===== src/rtl/nanosoc_dma_trace_pkg.sv =====
// Shared encodings for the DMA trace buffer: record type codes and PL230 controller states.
// Timestamp capture is enabled by defining NANOSOC_DMA_TRACE_TS_EN.
package nanosoc_dma_trace_pkg;

  typedef enum logic [1:0] {
    TRC_AHB   = 2'd0,
    TRC_APB   = 2'd1,
    TRC_STATE = 2'd2,
    TRC_IO    = 2'd3
  } trc_type_e;

  typedef enum logic [3:0] {
    PL230_IDLE         = 4'd0,
    PL230_RD_CTRL      = 4'd1,
    PL230_RD_SRC_PTR   = 4'd2,
    PL230_RD_DST_PTR   = 4'd3,
    PL230_RD_SRC_DATA  = 4'd4,
    PL230_WR_DST_DATA  = 4'd5,
    PL230_WAIT_REQ_CLR = 4'd6,
    PL230_WR_CTRL      = 4'd7,
    PL230_STALLED      = 4'd8,
    PL230_DONE         = 4'd9,
    PL230_PSGATHER     = 4'd10,
    PL230_RSVD_11      = 4'd11,
    PL230_RSVD_12      = 4'd12,
    PL230_RSVD_13      = 4'd13,
    PL230_RSVD_14      = 4'd14,
    PL230_UNDEF        = 4'd15
  } pl230_state_e;

  // Controller states that never drive the bus: 0, 6, 8, 9, 10, 15.
  localparam logic [15:0] NO_BUS_STATES = 16'h8741;

  function automatic logic is_no_bus(input logic [3:0] state);
    return NO_BUS_STATES[state];
  endfunction

endpackage


===== src/rtl/nanosoc_dma_trace_fifo.sv =====
// Circular trace store with stop/overwrite policy, sticky overflow and saturating drop count.
// Record width is set by the parent; NANOSOC_DMA_TRACE_TS_EN only changes that width.
module nanosoc_dma_trace_fifo #(
  parameter int REC_W      = 8,
  parameter int DEPTH_LOG2 = 5
) (
  input  logic                  hclk,
  input  logic                  hresetn,
  input  logic                  clear,
  input  logic                  wr_en,
  input  logic [REC_W-1:0]      wr_rec,
  input  logic                  wrap,
  input  logic [1:0]            lose_cnt,
  input  logic                  rd_ready,
  output logic                  rd_valid,
  output logic [REC_W-1:0]      rd_rec,
  output logic [DEPTH_LOG2:0]   count,
  output logic                  full,
  output logic                  overflow,
  output logic [7:0]            drop_cnt
);

  localparam int DEPTH = 2 ** DEPTH_LOG2;
  localparam logic [DEPTH_LOG2:0] FULL_CNT = {1'b1, {DEPTH_LOG2{1'b0}}};

  logic [REC_W-1:0]      mem [DEPTH];
  logic [DEPTH_LOG2-1:0] wr_ptr_reg, rd_ptr_reg;
  logic [DEPTH_LOG2:0]   count_reg, count_next;
  logic                  overflow_reg;
  logic [7:0]            drop_reg, drop_next;
  logic [8:0]            drop_sum;
  logic                  do_pop, overrun, do_write, advance_rd;

  assign full     = (count_reg == FULL_CNT);
  assign rd_valid = (count_reg != '0);
  assign do_pop   = rd_valid & rd_ready;
  // A full store with a simultaneous pop always has room for the new record.
  assign overrun    = wr_en & full & ~do_pop;
  assign do_write   = wr_en & (~overrun | wrap);
  assign advance_rd = do_pop | (overrun & wrap);

  always_comb begin
    count_next = count_reg;
    if (do_write && !advance_rd)
      count_next = count_reg + 1'b1;
    else if (!do_write && advance_rd)
      count_next = count_reg - 1'b1;
  end

  assign drop_sum  = 9'(drop_reg) + 9'(lose_cnt) + 9'(overrun);
  assign drop_next = (drop_sum > 9'd255) ? 8'hFF : drop_sum[7:0];

  always_ff @(posedge hclk or negedge hresetn) begin
    if (!hresetn) begin
      wr_ptr_reg   <= '0;
      rd_ptr_reg   <= '0;
      count_reg    <= '0;
      overflow_reg <= 1'b0;
      drop_reg     <= '0;
    end else if (clear) begin
      wr_ptr_reg   <= '0;
      rd_ptr_reg   <= '0;
      count_reg    <= '0;
      overflow_reg <= 1'b0;
      drop_reg     <= '0;
    end else begin
      if (do_write)   wr_ptr_reg <= wr_ptr_reg + 1'b1;
      if (advance_rd) rd_ptr_reg <= rd_ptr_reg + 1'b1;
      count_reg <= count_next;
      if (overrun) overflow_reg <= 1'b1;
      drop_reg <= drop_next;
    end
  end

  always_ff @(posedge hclk) begin
    if (do_write && !clear)
      mem[wr_ptr_reg] <= wr_rec;
  end

  assign rd_rec   = mem[rd_ptr_reg];
  assign count    = count_reg;
  assign overflow = overflow_reg;
  assign drop_cnt = drop_reg;

endmodule


===== src/rtl/nanosoc_dma_trace_buffer.sv =====
// DMA trace capture: AHB de-pipelining, APB/state/IO event detection and arbitration into the store.
// Define NANOSOC_DMA_TRACE_TS_EN to timestamp records; otherwise rd_ts is tied to 0.
module nanosoc_dma_trace_buffer
  import nanosoc_dma_trace_pkg::*;
#(
  parameter int NUM_CHNLS     = 2,
  parameter int NUM_CHNL_BITS = 1,
  parameter int DATA_W        = 32,
  parameter int DEPTH_LOG2    = 5,
  parameter int TS_W          = 16
) (
  input  logic                     hclk,
  input  logic                     hresetn,
  input  logic                     hready,
  input  logic                     hwrite,
  input  logic [1:0]               htrans,
  input  logic [2:0]               hsize,
  input  logic [31:0]              haddr,
  input  logic [DATA_W-1:0]        hwdata,
  input  logic [DATA_W-1:0]        hrdata,
  input  logic                     pclken,
  input  logic                     psel,
  input  logic                     penable,
  input  logic                     pwrite,
  input  logic [11:0]              paddr,
  input  logic [31:0]              pwdata,
  input  logic [31:0]              prdata,
  input  logic [NUM_CHNLS-1:0]     dma_req,
  input  logic [NUM_CHNLS-1:0]     dma_active,
  input  logic [NUM_CHNLS-1:0]     dma_done,
  input  logic [NUM_CHNL_BITS-1:0] dma_chnl,
  input  logic [3:0]               dma_ctrl_state,
  input  logic                     trc_enable,
  input  logic                     trc_wrap,
  input  logic [3:0]               trc_filter,
  input  logic                     trc_clear,
  output logic                     rd_valid,
  input  logic                     rd_ready,
  output logic [1:0]               rd_type,
  output logic [NUM_CHNL_BITS-1:0] rd_chnl,
  output logic [3:0]               rd_state,
  output logic                     rd_wr,
  output logic [DATA_W/8-1:0]      rd_lanes,
  output logic [31:0]              rd_addr,
  output logic [DATA_W-1:0]        rd_data,
  output logic [TS_W-1:0]          rd_ts,
  output logic [DEPTH_LOG2:0]      trc_count,
  output logic                     trc_full,
  output logic                     trc_overflow,
  output logic [7:0]               trc_drop_cnt
);

  localparam int LANES  = DATA_W / 8;
  localparam int LB     = $clog2(LANES);
  localparam int BASE_W = 2 + NUM_CHNL_BITS + 4 + 1 + LANES + 32 + DATA_W;
`ifdef NANOSOC_DMA_TRACE_TS_EN
  localparam int REC_W  = BASE_W + TS_W;
`else
  localparam int REC_W  = BASE_W;
`endif

  // Lane gi is active when it falls in the same size-aligned block as the address.
  logic [LANES-1:0] lane_dec;
  genvar gi;
  for (gi = 0; gi < LANES; gi++) begin : g_lane
    localparam logic [LB-1:0] LANE_IDX = LB'(gi);
    assign lane_dec[gi] = ((LANE_IDX >> hsize) == (haddr[LB-1:0] >> hsize));
  end

  logic                     aph_valid_reg, aph_write_reg;
  logic [31:0]              aph_addr_reg;
  logic [LANES-1:0]         aph_lanes_reg;
  logic [NUM_CHNL_BITS-1:0] aph_chnl_reg;
  logic [3:0]               aph_state_reg;
  logic [3:0]               state_last_reg;
  logic [NUM_CHNLS-1:0]     req_last_reg, active_last_reg, done_last_reg;

  always_ff @(posedge hclk or negedge hresetn) begin
    if (!hresetn) begin
      aph_valid_reg   <= 1'b0;
      aph_write_reg   <= 1'b0;
      aph_addr_reg    <= '0;
      aph_lanes_reg   <= '0;
      aph_chnl_reg    <= '0;
      aph_state_reg   <= '0;
      state_last_reg  <= '0;
      req_last_reg    <= '0;
      active_last_reg <= '0;
      done_last_reg   <= '0;
    end else begin
      if (hready) begin
        aph_valid_reg <= htrans[1];
        if (htrans[1]) begin
          aph_write_reg <= hwrite;
          aph_addr_reg  <= haddr;
          aph_lanes_reg <= lane_dec;
          aph_chnl_reg  <= dma_chnl;
          aph_state_reg <= dma_ctrl_state;
        end
      end
      state_last_reg  <= dma_ctrl_state;
      req_last_reg    <= dma_req;
      active_last_reg <= dma_active;
      done_last_reg   <= dma_done;
    end
  end

  logic unused_htrans;
  assign unused_htrans = htrans[0];

  function automatic logic [NUM_CHNL_BITS-1:0] lowest_active(input logic [NUM_CHNLS-1:0] v);
    lowest_active = '0;
    for (int i = NUM_CHNLS - 1; i >= 0; i--)
      if (v[i]) lowest_active = NUM_CHNL_BITS'(i);
  endfunction

  logic       ahb_evt, apb_evt, state_evt, io_evt;
  logic [3:0] evt_q;
  logic [2:0] evt_num;
  logic [1:0] lose_cnt;
  logic       wr_en;

  assign ahb_evt   = aph_valid_reg & hready;
  assign apb_evt   = pclken & psel & penable;
  assign state_evt = (dma_ctrl_state != state_last_reg) & is_no_bus(dma_ctrl_state);
  assign io_evt    = (dma_req != req_last_reg)
                   | ((dma_active != active_last_reg) & (|dma_active))
                   | ((dma_done != done_last_reg) & (|dma_done));

  assign evt_q    = {io_evt, state_evt, apb_evt, ahb_evt} & trc_filter & {4{trc_enable}};
  assign evt_num  = 3'(evt_q[0]) + 3'(evt_q[1]) + 3'(evt_q[2]) + 3'(evt_q[3]);
  assign wr_en    = (|evt_q) & ~trc_clear;
  assign lose_cnt = (trc_clear || evt_num == 3'd0) ? 2'd0 : 2'(evt_num - 3'd1);

  trc_type_e                sel_type;
  logic [NUM_CHNL_BITS-1:0] sel_chnl;
  logic [3:0]               sel_state;
  logic                     sel_wr;
  logic [LANES-1:0]         sel_lanes;
  logic [31:0]              sel_addr;
  logic [DATA_W-1:0]        sel_data;

  always_comb begin
    sel_type  = TRC_AHB;
    sel_chnl  = '0;
    sel_state = '0;
    sel_wr    = 1'b0;
    sel_lanes = '0;
    sel_addr  = '0;
    sel_data  = '0;
    if (evt_q[0]) begin
      sel_chnl  = aph_chnl_reg;
      sel_state = aph_state_reg;
      sel_wr    = aph_write_reg;
      sel_lanes = aph_lanes_reg;
      sel_addr  = aph_addr_reg;
      sel_data  = aph_write_reg ? hwdata : hrdata;
    end else if (evt_q[1]) begin
      sel_type  = TRC_APB;
      sel_chnl  = dma_chnl;
      sel_state = dma_ctrl_state;
      sel_wr    = pwrite;
      sel_addr  = {20'd0, paddr};
      sel_data  = DATA_W'(pwrite ? pwdata : prdata);
    end else if (evt_q[2]) begin
      sel_type  = TRC_STATE;
      sel_chnl  = dma_chnl;
      sel_state = dma_ctrl_state;
    end else if (evt_q[3]) begin
      sel_type  = TRC_IO;
      sel_chnl  = lowest_active(dma_active);
      sel_state = dma_ctrl_state;
      sel_addr  = 32'({dma_done, dma_active, dma_req});
    end
  end

  logic [BASE_W-1:0] rec_base;
  logic [REC_W-1:0]  wr_rec, rd_rec;
  logic [TS_W-1:0]   head_ts;
  logic              fifo_valid;

  assign rec_base = {sel_type, sel_chnl, sel_state, sel_wr, sel_lanes, sel_addr, sel_data};

`ifdef NANOSOC_DMA_TRACE_TS_EN
  logic [TS_W-1:0] ts_reg;
  always_ff @(posedge hclk or negedge hresetn) begin
    if (!hresetn)       ts_reg <= '0;
    else if (trc_clear) ts_reg <= '0;
    else                ts_reg <= ts_reg + 1'b1;
  end
  assign wr_rec  = {ts_reg, rec_base};
  assign head_ts = rd_rec[REC_W-1 -: TS_W];
`else
  assign wr_rec  = rec_base;
  assign head_ts = '0;
`endif

  nanosoc_dma_trace_fifo #(
    .REC_W      (REC_W),
    .DEPTH_LOG2 (DEPTH_LOG2)
  ) u_fifo (
    .hclk     (hclk),
    .hresetn  (hresetn),
    .clear    (trc_clear),
    .wr_en    (wr_en),
    .wr_rec   (wr_rec),
    .wrap     (trc_wrap),
    .lose_cnt (lose_cnt),
    .rd_ready (rd_ready),
    .rd_valid (fifo_valid),
    .rd_rec   (rd_rec),
    .count    (trc_count),
    .full     (trc_full),
    .overflow (trc_overflow),
    .drop_cnt (trc_drop_cnt)
  );

  logic [1:0]               h_type;
  logic [NUM_CHNL_BITS-1:0] h_chnl;
  logic [3:0]               h_state;
  logic                     h_wr;
  logic [LANES-1:0]         h_lanes;
  logic [31:0]              h_addr;
  logic [DATA_W-1:0]        h_data;

  assign {h_type, h_chnl, h_state, h_wr, h_lanes, h_addr, h_data} = rd_rec[BASE_W-1:0];

  // Stale store contents never leak out while the store is empty.
  assign rd_valid = fifo_valid;
  assign rd_type  = fifo_valid ? h_type  : '0;
  assign rd_chnl  = fifo_valid ? h_chnl  : '0;
  assign rd_state = fifo_valid ? h_state : '0;
  assign rd_wr    = fifo_valid ? h_wr    : 1'b0;
  assign rd_lanes = fifo_valid ? h_lanes : '0;
  assign rd_addr  = fifo_valid ? h_addr  : '0;
  assign rd_data  = fifo_valid ? h_data  : '0;
  assign rd_ts    = fifo_valid ? head_ts : '0;

endmodule


===== config.mk =====
export PLATFORM = sky130hd
export DESIGN_NAME = nanosoc_dma_trace_buffer
export DESIGN_NICKNAME = d
export VERILOG_FILES = /design/src/rtl/nanosoc_dma_trace_pkg.sv /design/src/rtl/nanosoc_dma_trace_fifo.sv /design/src/rtl/nanosoc_dma_trace_buffer.sv
export SDC_FILE = /design/constraint.sdc
export NUM_CORES = 2
export LEC_CHECK = 0
export ABC_AREA = 1
export BUFFER_PORTS_ARGS = -buffer_cell sky130_fd_sc_hd__buf_4
export CORE_MARGIN = 2
export CORE_UTILIZATION = 27
export CTS_CLUSTER_SIZE = 30
export DETAILED_ROUTE_END_ITERATION = 6
export GPL_ROUTABILITY_DRIVEN = 0
export HOLD_SLACK_MARGIN = 0.03
export PLACE_DENSITY_LB_ADDON = 0.2
export SLEW_MARGIN = 20
export SYNTH_ARGS = -nofsm -noshare
export SYNTH_HDL_FRONTEND = slang
export SYNTH_SLANG_ARGS = --single-unit

===== constraint.sdc =====
create_clock -name hclk -period 6.87 [get_ports hclk]
set_clock_uncertainty 0.05 [all_clocks]
set_input_delay 1.374 -clock hclk [delete_from_list [all_inputs] [get_ports hclk]]
set_output_delay 1.374 -clock hclk [all_outputs]
set_load 0.05 [all_outputs]

### Word level (Yosys, flattened, before mapping)

Memories as Yosys holds them, arrays and structs flattened.
Index checks and enable logic that the tools add are counted.

| storage, ports and cells | value |
|---|---|
| memories | 2 |
| register bits | 78 |
| ROM bits | 16 |
| memory bits (writable) | 2432 |
| bits of input ports | 204 |

Memories:

| memory | words | bits a word | read ports | clocked after memory_dff | wr ports | line | source |
|---|---|---|---|---|---|---|---|
| u_fifo.mem | 32 | 76 | 1 | 0 | 1 | nanosoc_dma_trace_fifo.sv:26 | `logic [REC_W-1:0] mem [DEPTH];` |
| (name not given) | 16 | 1 | 1 | 0 | 0 | nanosoc_dma_trace_pkg.sv:35 | `return NO_BUS_STATES[state];` |

| cells by class | value |
|---|---|
| equality and inequality tests | 9 |
| magnitude comparators | 2 |
| bitwise logic cells | 21 |
| muxes and demuxes | 47 |
| $add $sub $neg | 10 |
| shift-type cells | 5 |
| reductions and logical operators | 17 |

Operators with widths:

| cell | count |
|---|---|
| $mux 32 | 7 |
| $mux 6 | 5 |
| $mux 4 | 7 |
| $mux 5 | 4 |
| $mux 8 | 2 |
| $mux 1 | 15 |
| $and 1x1->1 | 12 |
| $mux 12 | 1 |
| $mux 2 | 6 |
| $add 5x1->5 const B | 2 |
| $add 8x2->9 | 1 |
| $add 9x1->9 | 1 |
| $gt 9x8->1 const B | 1 |
| $and 4x4->4 | 2 |
| $eq 2x2->1 | 4 |
| $add 6x1->6 const B | 1 |
| $eq 6x6->1 const B | 1 |
| $ne 2x2->1 | 3 |
| $reduce_bool 2->1 | 3 |
| $reduce_bool 6->1 | 1 |
| $shr 1x3->2 const A | 2 |
| $shr 2x3->2 const A | 2 |
| $sub 6x1->6 const B | 1 |
| $lt 4x5->1 const B | 1 |
| 16 further kinds | 26 |

### Depth between registers and ports, before layout

| depth | value |
|---|---|
| depth in word-level cells | 18 |
| depth in mapped cells | 26 |
| gate-level depth less buffers | 26 |

### Hierarchy

From an unflattened synthesis, not the netlist that was laid out.

| second synthesis, totals | value |
|---|---|
| cells, all modules | 8052 |
| area, all modules | 101026.9 um2 |

By module, submodules not included:

| module | area each (um2) | times used | cells an instance |
|---|---|---|---|
| nanosoc_dma_trace_fifo | 96311.1 | 1 | 7251 |
| nanosoc_dma_trace_buffer | 4715.8 | 1 | 801 |

### Worst setup path before layout

No wires, ideal clock.

| timing | value |
|---|---|
| path type | input to register |
| start | input port trc_filter[1] |
| end | memory u_fifo.mem[0][0] (netlist bit) (enable) |
| cell stages on the path | 11 |
| data arrival time | 6134 ps |
| setup time | 511 ps |
| setup slack | 175 ps |
| required time | 6309 ps |
| buffers on the path | 2 |
| cell sequence | and3_1 and3_1 buf_2 clkinv_1 buf_1 ha_1 nand3_2 nand2_1 nor2_4 nand2_1 nor2_1 |

| on the way | value |
|---|---|
| cells in the longest elaborated chain, start to end | 12 |

RTL lines:

| element | line | source |
|---|---|---|
| start: declaration | nanosoc_dma_trace_buffer.sv:35 | `input logic [3:0] trc_filter,` |
| $and 4x4->4 (*) (2 in a row) | nanosoc_dma_trace_buffer.sv:130 | `assign evt_q = {io_evt, state_evt, apb_evt, ahb_evt} & trc_filter & {4{trc_enable}};` |
| $reduce_or 4->1 (*) | nanosoc_dma_trace_buffer.sv:132 | `assign wr_en = (\|evt_q) & ~trc_clear;` |
| $and 1x1->1 (*) | nanosoc_dma_trace_buffer.sv:132 |  |
| $and 1x1->1 (2 in a row) | nanosoc_dma_trace_fifo.sv:38 | `assign overrun = wr_en & full & ~do_pop;` |
| $not 1->1 | nanosoc_dma_trace_fifo.sv:39 | `assign do_write = wr_en & (~overrun \| wrap);` |
| $or 1x1->1 | nanosoc_dma_trace_fifo.sv:39 |  |
| $and 1x1->1 (*) | nanosoc_dma_trace_fifo.sv:39 |  |
| $logic_and 1x1->1 (*) | nanosoc_dma_trace_fifo.sv:76 | `if (do_write && !clear)` |
| $mux 1 (*) | nanosoc_dma_trace_fifo.sv:76 |  |
| $mux 1 (implied by the code) (*) | nanosoc_dma_trace_fifo.sv:77 | `mem[wr_ptr_reg] <= wr_rec;` |
| end: declaration | nanosoc_dma_trace_fifo.sv:26 |  |

Mark *: on every way between the ends. The rest lies on a longest branch, timed or not.

### Worst setup path in the final report

| timing | value |
|---|---|
| start | register u_fifo.rd_ptr_reg[1] |
| end | output port rd_addr[25] |

| on the way | value |
|---|---|
| cells in the longest elaborated chain, start to end | 2 |

RTL lines:

| element | line | source |
|---|---|---|
| start: declaration | nanosoc_dma_trace_fifo.sv:27 | `logic [DEPTH_LOG2-1:0] wr_ptr_reg, rd_ptr_reg;` |
| start signal: assignment | nanosoc_dma_trace_fifo.sv:68 | `if (advance_rd) rd_ptr_reg <= rd_ptr_reg + 1'b1;` |
| $mem_v2 32x76 | - |  |
| $mux 32 | nanosoc_dma_trace_buffer.sv:235 | `assign rd_addr = fifo_valid ? h_addr : '0;` |
| end: declaration | nanosoc_dma_trace_buffer.sv:44 | `output logic [31:0] rd_addr,` |

Every way passes these cells.

==> summary.md <==
After synthesis, the netlist uses 50 different library cells. Post-CTS repair changed the size of 0 cells. The design draws 0.03915 W. The Yosys warning count was 0. For the largest net degree at the start of global routing, the log shows 208. Fill cells in the final layout number 36.34k. At the pin with the least slew margin, the transition time is 1.104 ns. The H-tree was split into 5 levels. Clock tree synthesis inserted a total of 281 buffers.

The flow ran to the end, and the final reports show no timing, DRC or antenna violations. The detailed router's first-iteration violation count came out at 6575. For the worst setup path, the data required time is 5.45 ns. Global routing used 18.21% of the available tracks.

The startpoint identified for the worst hold timing path is aph_addr_reg[11]. The post-route netlist has 13.06% of its cells at a drive strength greater than 1. The run gives 0 as the total overflow reported by the global router.

The tools report the worst-case register-to-register setup slack as 2.46 ns. The number of buffer cells added on primary ports was 295. The slowest cell on the critical path is sky130_fd_sc_hd__dfrtp_4. Layout overhead on the synthesized area: 17.76%.

For this run, the top clock speed supported by timing is 167.7 MHz. The die covers 0.3749 mm². The floorplan has 223 rows.

For this run, asynchronously set or reset flops after synthesis account for 3.108%. The data arrival at the endpoint of the critical path is 4.54 ns. The met3 routed wirelength was 18.44 mm; the number of endpoints failing setup at the final stage was 0. CTS saw 2510 sinks.

In this run the power density over the cells is 332.8 mW/mm². In the routed design, unresolved DRC markers number 0. The critical path class is reg2out. Clock input transition at the sequential cells of the worst setup and hold paths: 0.06 ns.

The total via count after detailed routing came out at 65.86k. In this run the worst path has a maximum fanout of 135. The number of hold buffers added after CTS was 0; the detailed-placement wirelength estimate was 177.9 mm.

Ranked by total cell area, the synthesized netlist is headed by sky130_fd_sc_hd__edfxtp_1 (73%), sky130_fd_sc_hd__o21ai_0 (6.3%), sky130_fd_sc_hd__nor2_1 (5.5%). The number of cells traversed by the worst register-to-register path was 24. The maximum vdd ir drop was 0.2592 mV; the via density per instance was 5.064.

The critical path's largest stage delay works out to 0.91 ns. In this run the worst hold path is classified as reg2reg. The routed design has 350.9 mm of wire.

In this run the tightest slew margin relative to its limit is 26.33%. The flip-flop count of the largest register after layout works out to 2432. The pre-antenna-repair detailed-routing pass consisted of 6 iterations.

In this run the count of I/O pins placed on the die edge is 313. The worst hold path terminates at aph_addr_reg[11]. After floorplanning, the core was sized to cover 0.3686 mm². The clock passes through at most 4 buffers. Synthesis handed over a netlist of 7567 instances. STA classifies the critical path endpoint as an output pin. The met1 layer wirelength in the final routing is 154.2 mm. The cell that appears most often on the critical path is sky130_fd_sc_hd__buf_4.

The amount of wire on met2 after detailed routing is 170.9 mm, and the die boundary width is 612.3 µm. Summed over all failing endpoints, the final setup total negative slack is 0 ns. The later pin in the worst-skew pair is clocked with a latency of 0.86 ns. The fraction of post-synthesis cell area in the top cell type by area is 73.10%.

In the final design database the tool counted 8060 nets. Cell type contributing the most total cell area after synthesis: sky130_fd_sc_hd__edfxtp_1. After detailed routing, the average wire length per cell comes to 26.98 µm. The floorplan step set the die height to 612.3 µm. The most frequently used flop master after synthesis is sky130_fd_sc_hd__edfxtp_1. Counting I/O delays and the setup requirement, the final critical path takes 5.964 ns. The final worst-path cycle share came out at 86.81%. The worst register-to-register path ends at u_fifo.drop_cnt[5]. The max capacitance violation total was 0. The count of nets left with antenna violations after detail routing is 0. Summed over all cells, the static leakage comes to 38.44 nW. Once the floorplan was initialized, standard cells occupied 27.11% of the core. The first global-routing pass estimated 491.1 mm of wire. STA classifies the critical path startpoint as a register. TritonCTS built the clock tree.

Source of the worst register-to-register timing path: active_last_reg[1]. The synthesized area per cell is 13.20 µm². The cell sitting at the root of the clock tree is a sky130_fd_sc_hd__clkbuf_16.

Via count of the first global-routing pass: 64.58k. Setup repair after global routing left no endpoint under its margin. The number of antenna violations at the first check in global routing is 14, and the number of setup buffers added after CTS is 0. For the final number of hold-violating endpoints, the log shows 0. Walking the worst path, the cells encountered are clkinv_8 > buf_4 > buf_4 > o21ai_0 > o22ai_1 > nor2_1 > o21ai_0 > a211oi_1 > nor2_1 > buf_4. The count of flip-flops with a built-in enable after synthesis came out at 2432. After detailed routing, no signal wire sits above met5. The cell count of the worst hold path was 2; the final max-slew violation count was 0. The share of synthesized area occupied by flip-flops and latches was 75.05%; the area of the mapped netlist was 0.09990 mm². In this run, synthesis produced a sequential element count of 2510.
[stage by stage]
| step | area, µm² | utilization [%] | hold slack, ns | setup slack, ns | instances |
|---|---|---|---|---|---|
| 2_1_floorplan | 99960 | - | 0.3992 | 0.1752 | 7582 |
| 3_3_place_gp | 109000 | 29.58 | 0.4117 | 1.022 | 12500 |
| 3_5_place_dp | 109100 | 29.59 | 0.4162 | 1.227 | 12500 |
| 4_1_cts | 117500 | 31.89 | 0.4316 | 0.7594 | 12990 |
| 5_1_grt | 117600 | 31.92 | 0.4506 | 0.6418 | 13000 |
| 6_report | 117600 | 31.92 | 0.4266 | 0.9058 | 13000 |
[final cells by class]
| type | count | area (µm²) | area share, % |
|---|---|---|---|
| Timing Repair Buffer | 545 | 4937 | 4.197 |
| Sequential cell | 2510 | 75000 | 63.75 |
| Multi-Input combinational cell | 4385 | 22540 | 19.16 |
| Antenna cell | 8 | 20.02 | 0.01702 |
| Clock inverter | 116 | 840.8 | 0.7147 |
| Tap cell | 4950 | 6193 | 5.265 |
| Clock buffer | 375 | 7635 | 6.490 |
| Inverter | 115 | 481.7 | 0.4095 |
[metal layers]
layer,track usage [%],vias up
met5,0,-
met4,4.288,4
met3,2.259,443
met2,30.73,2134
met1,24.85,34390
li1,-,28890
[worst max-delay path by stage]
stage	from	to	slack, ns
floorplan	trc_filter[1]	u_fifo.mem[0][0]	0.18
global placement	dma_active[1]	u_fifo.drop_cnt[5]	1.02
detailed placement	trc_enable	u_fifo.drop_cnt[5]	1.23
CTS	u_fifo.rd_ptr_reg[1]	rd_addr[25]	0.76
global route	u_fifo.rd_ptr_reg[1]	rd_addr[25]	0.64
finish	u_fifo.rd_ptr_reg[1]	rd_addr[25]	0.91
[power breakdown]
part	switching, W	internal (W)	leakage (nW)	total, W
sequential	0.000103	0.0168	23.3	0.0169
clock	0.00607	0.00808	4.13	0.0141
combinational	0.00592	0.00215	11.0	0.00808
total	0.0121	0.0271	38.4	0.0392
[cell usage after synthesis, types with 14 or more instances]
cell / n
sky130_fd_sc_hd__o22ai_1: 418
sky130_fd_sc_hd__buf_4: 71
sky130_fd_sc_hd__a31oi_1: 56
sky130_fd_sc_hd__nand4_1: 26
sky130_fd_sc_hd__o21ai_0: 1264
sky130_fd_sc_hd__inv_1: 108
sky130_fd_sc_hd__a21oi_1: 78
sky130_fd_sc_hd__buf_6: 22
sky130_fd_sc_hd__clkbuf_1: 330
sky130_fd_sc_hd__o221ai_1: 188
sky130_fd_sc_hd__nor3_1: 15
sky130_fd_sc_hd__edfxtp_1: 2432
sky130_fd_sc_hd__nand3_1: 153
sky130_fd_sc_hd__ha_1: 14
sky130_fd_sc_hd__o211ai_1: 66
sky130_fd_sc_hd__buf_2: 121
sky130_fd_sc_hd__dfrtp_1: 78
sky130_fd_sc_hd__nand2_1: 450
sky130_fd_sc_hd__nor2_1: 1454
sky130_fd_sc_hd__o21ai_1: 68
sky130_fd_sc_hd__buf_1: 23
sky130_fd_sc_hd__o41ai_1: 32
[cells in the final DEF, fill, tap and decap left out, types with 76 or more instances in the layout]
master	Yosys	routed
sky130_fd_sc_hd__o21ai_0	1264	1262
sky130_fd_sc_hd__o22ai_1	418	418
sky130_fd_sc_hd__inv_1	108	103
sky130_fd_sc_hd__clkbuf_16	0	289
sky130_fd_sc_hd__nor2_1	1454	1400
sky130_fd_sc_hd__o221ai_1	188	188
sky130_fd_sc_hd__edfxtp_1	2432	2432
sky130_fd_sc_hd__clkbuf_1	330	78
sky130_fd_sc_hd__a21oi_1	78	76
sky130_fd_sc_hd__buf_4	71	476
sky130_fd_sc_hd__nand2_1	450	449
sky130_fd_sc_hd__nand3_1	153	153
[logic make-up after synthesis]
logic type | synth area share [%]
simple gates | 8.316
flops | 75.05
compound gates | 13.04
other cells | 0.003754
buf+inv | 3.216
fa+ha+maj | 0.2555
xor+xnor | 0.1140
[worst max-delay path, delay by kind of cell, from the launching register on]
| kind | cells | cell delay [ns] |
|---|---|---|
| AO/OA/AOI/OAI | 4 | 0.67 |
| buffers and inverters | 4 | 1.74 |
| flip-flops | 1 | 0.91 |
| AND/OR/NAND/NOR | 2 | 0.18 |
Note: power is estimated with default switching activity, not from simulation.
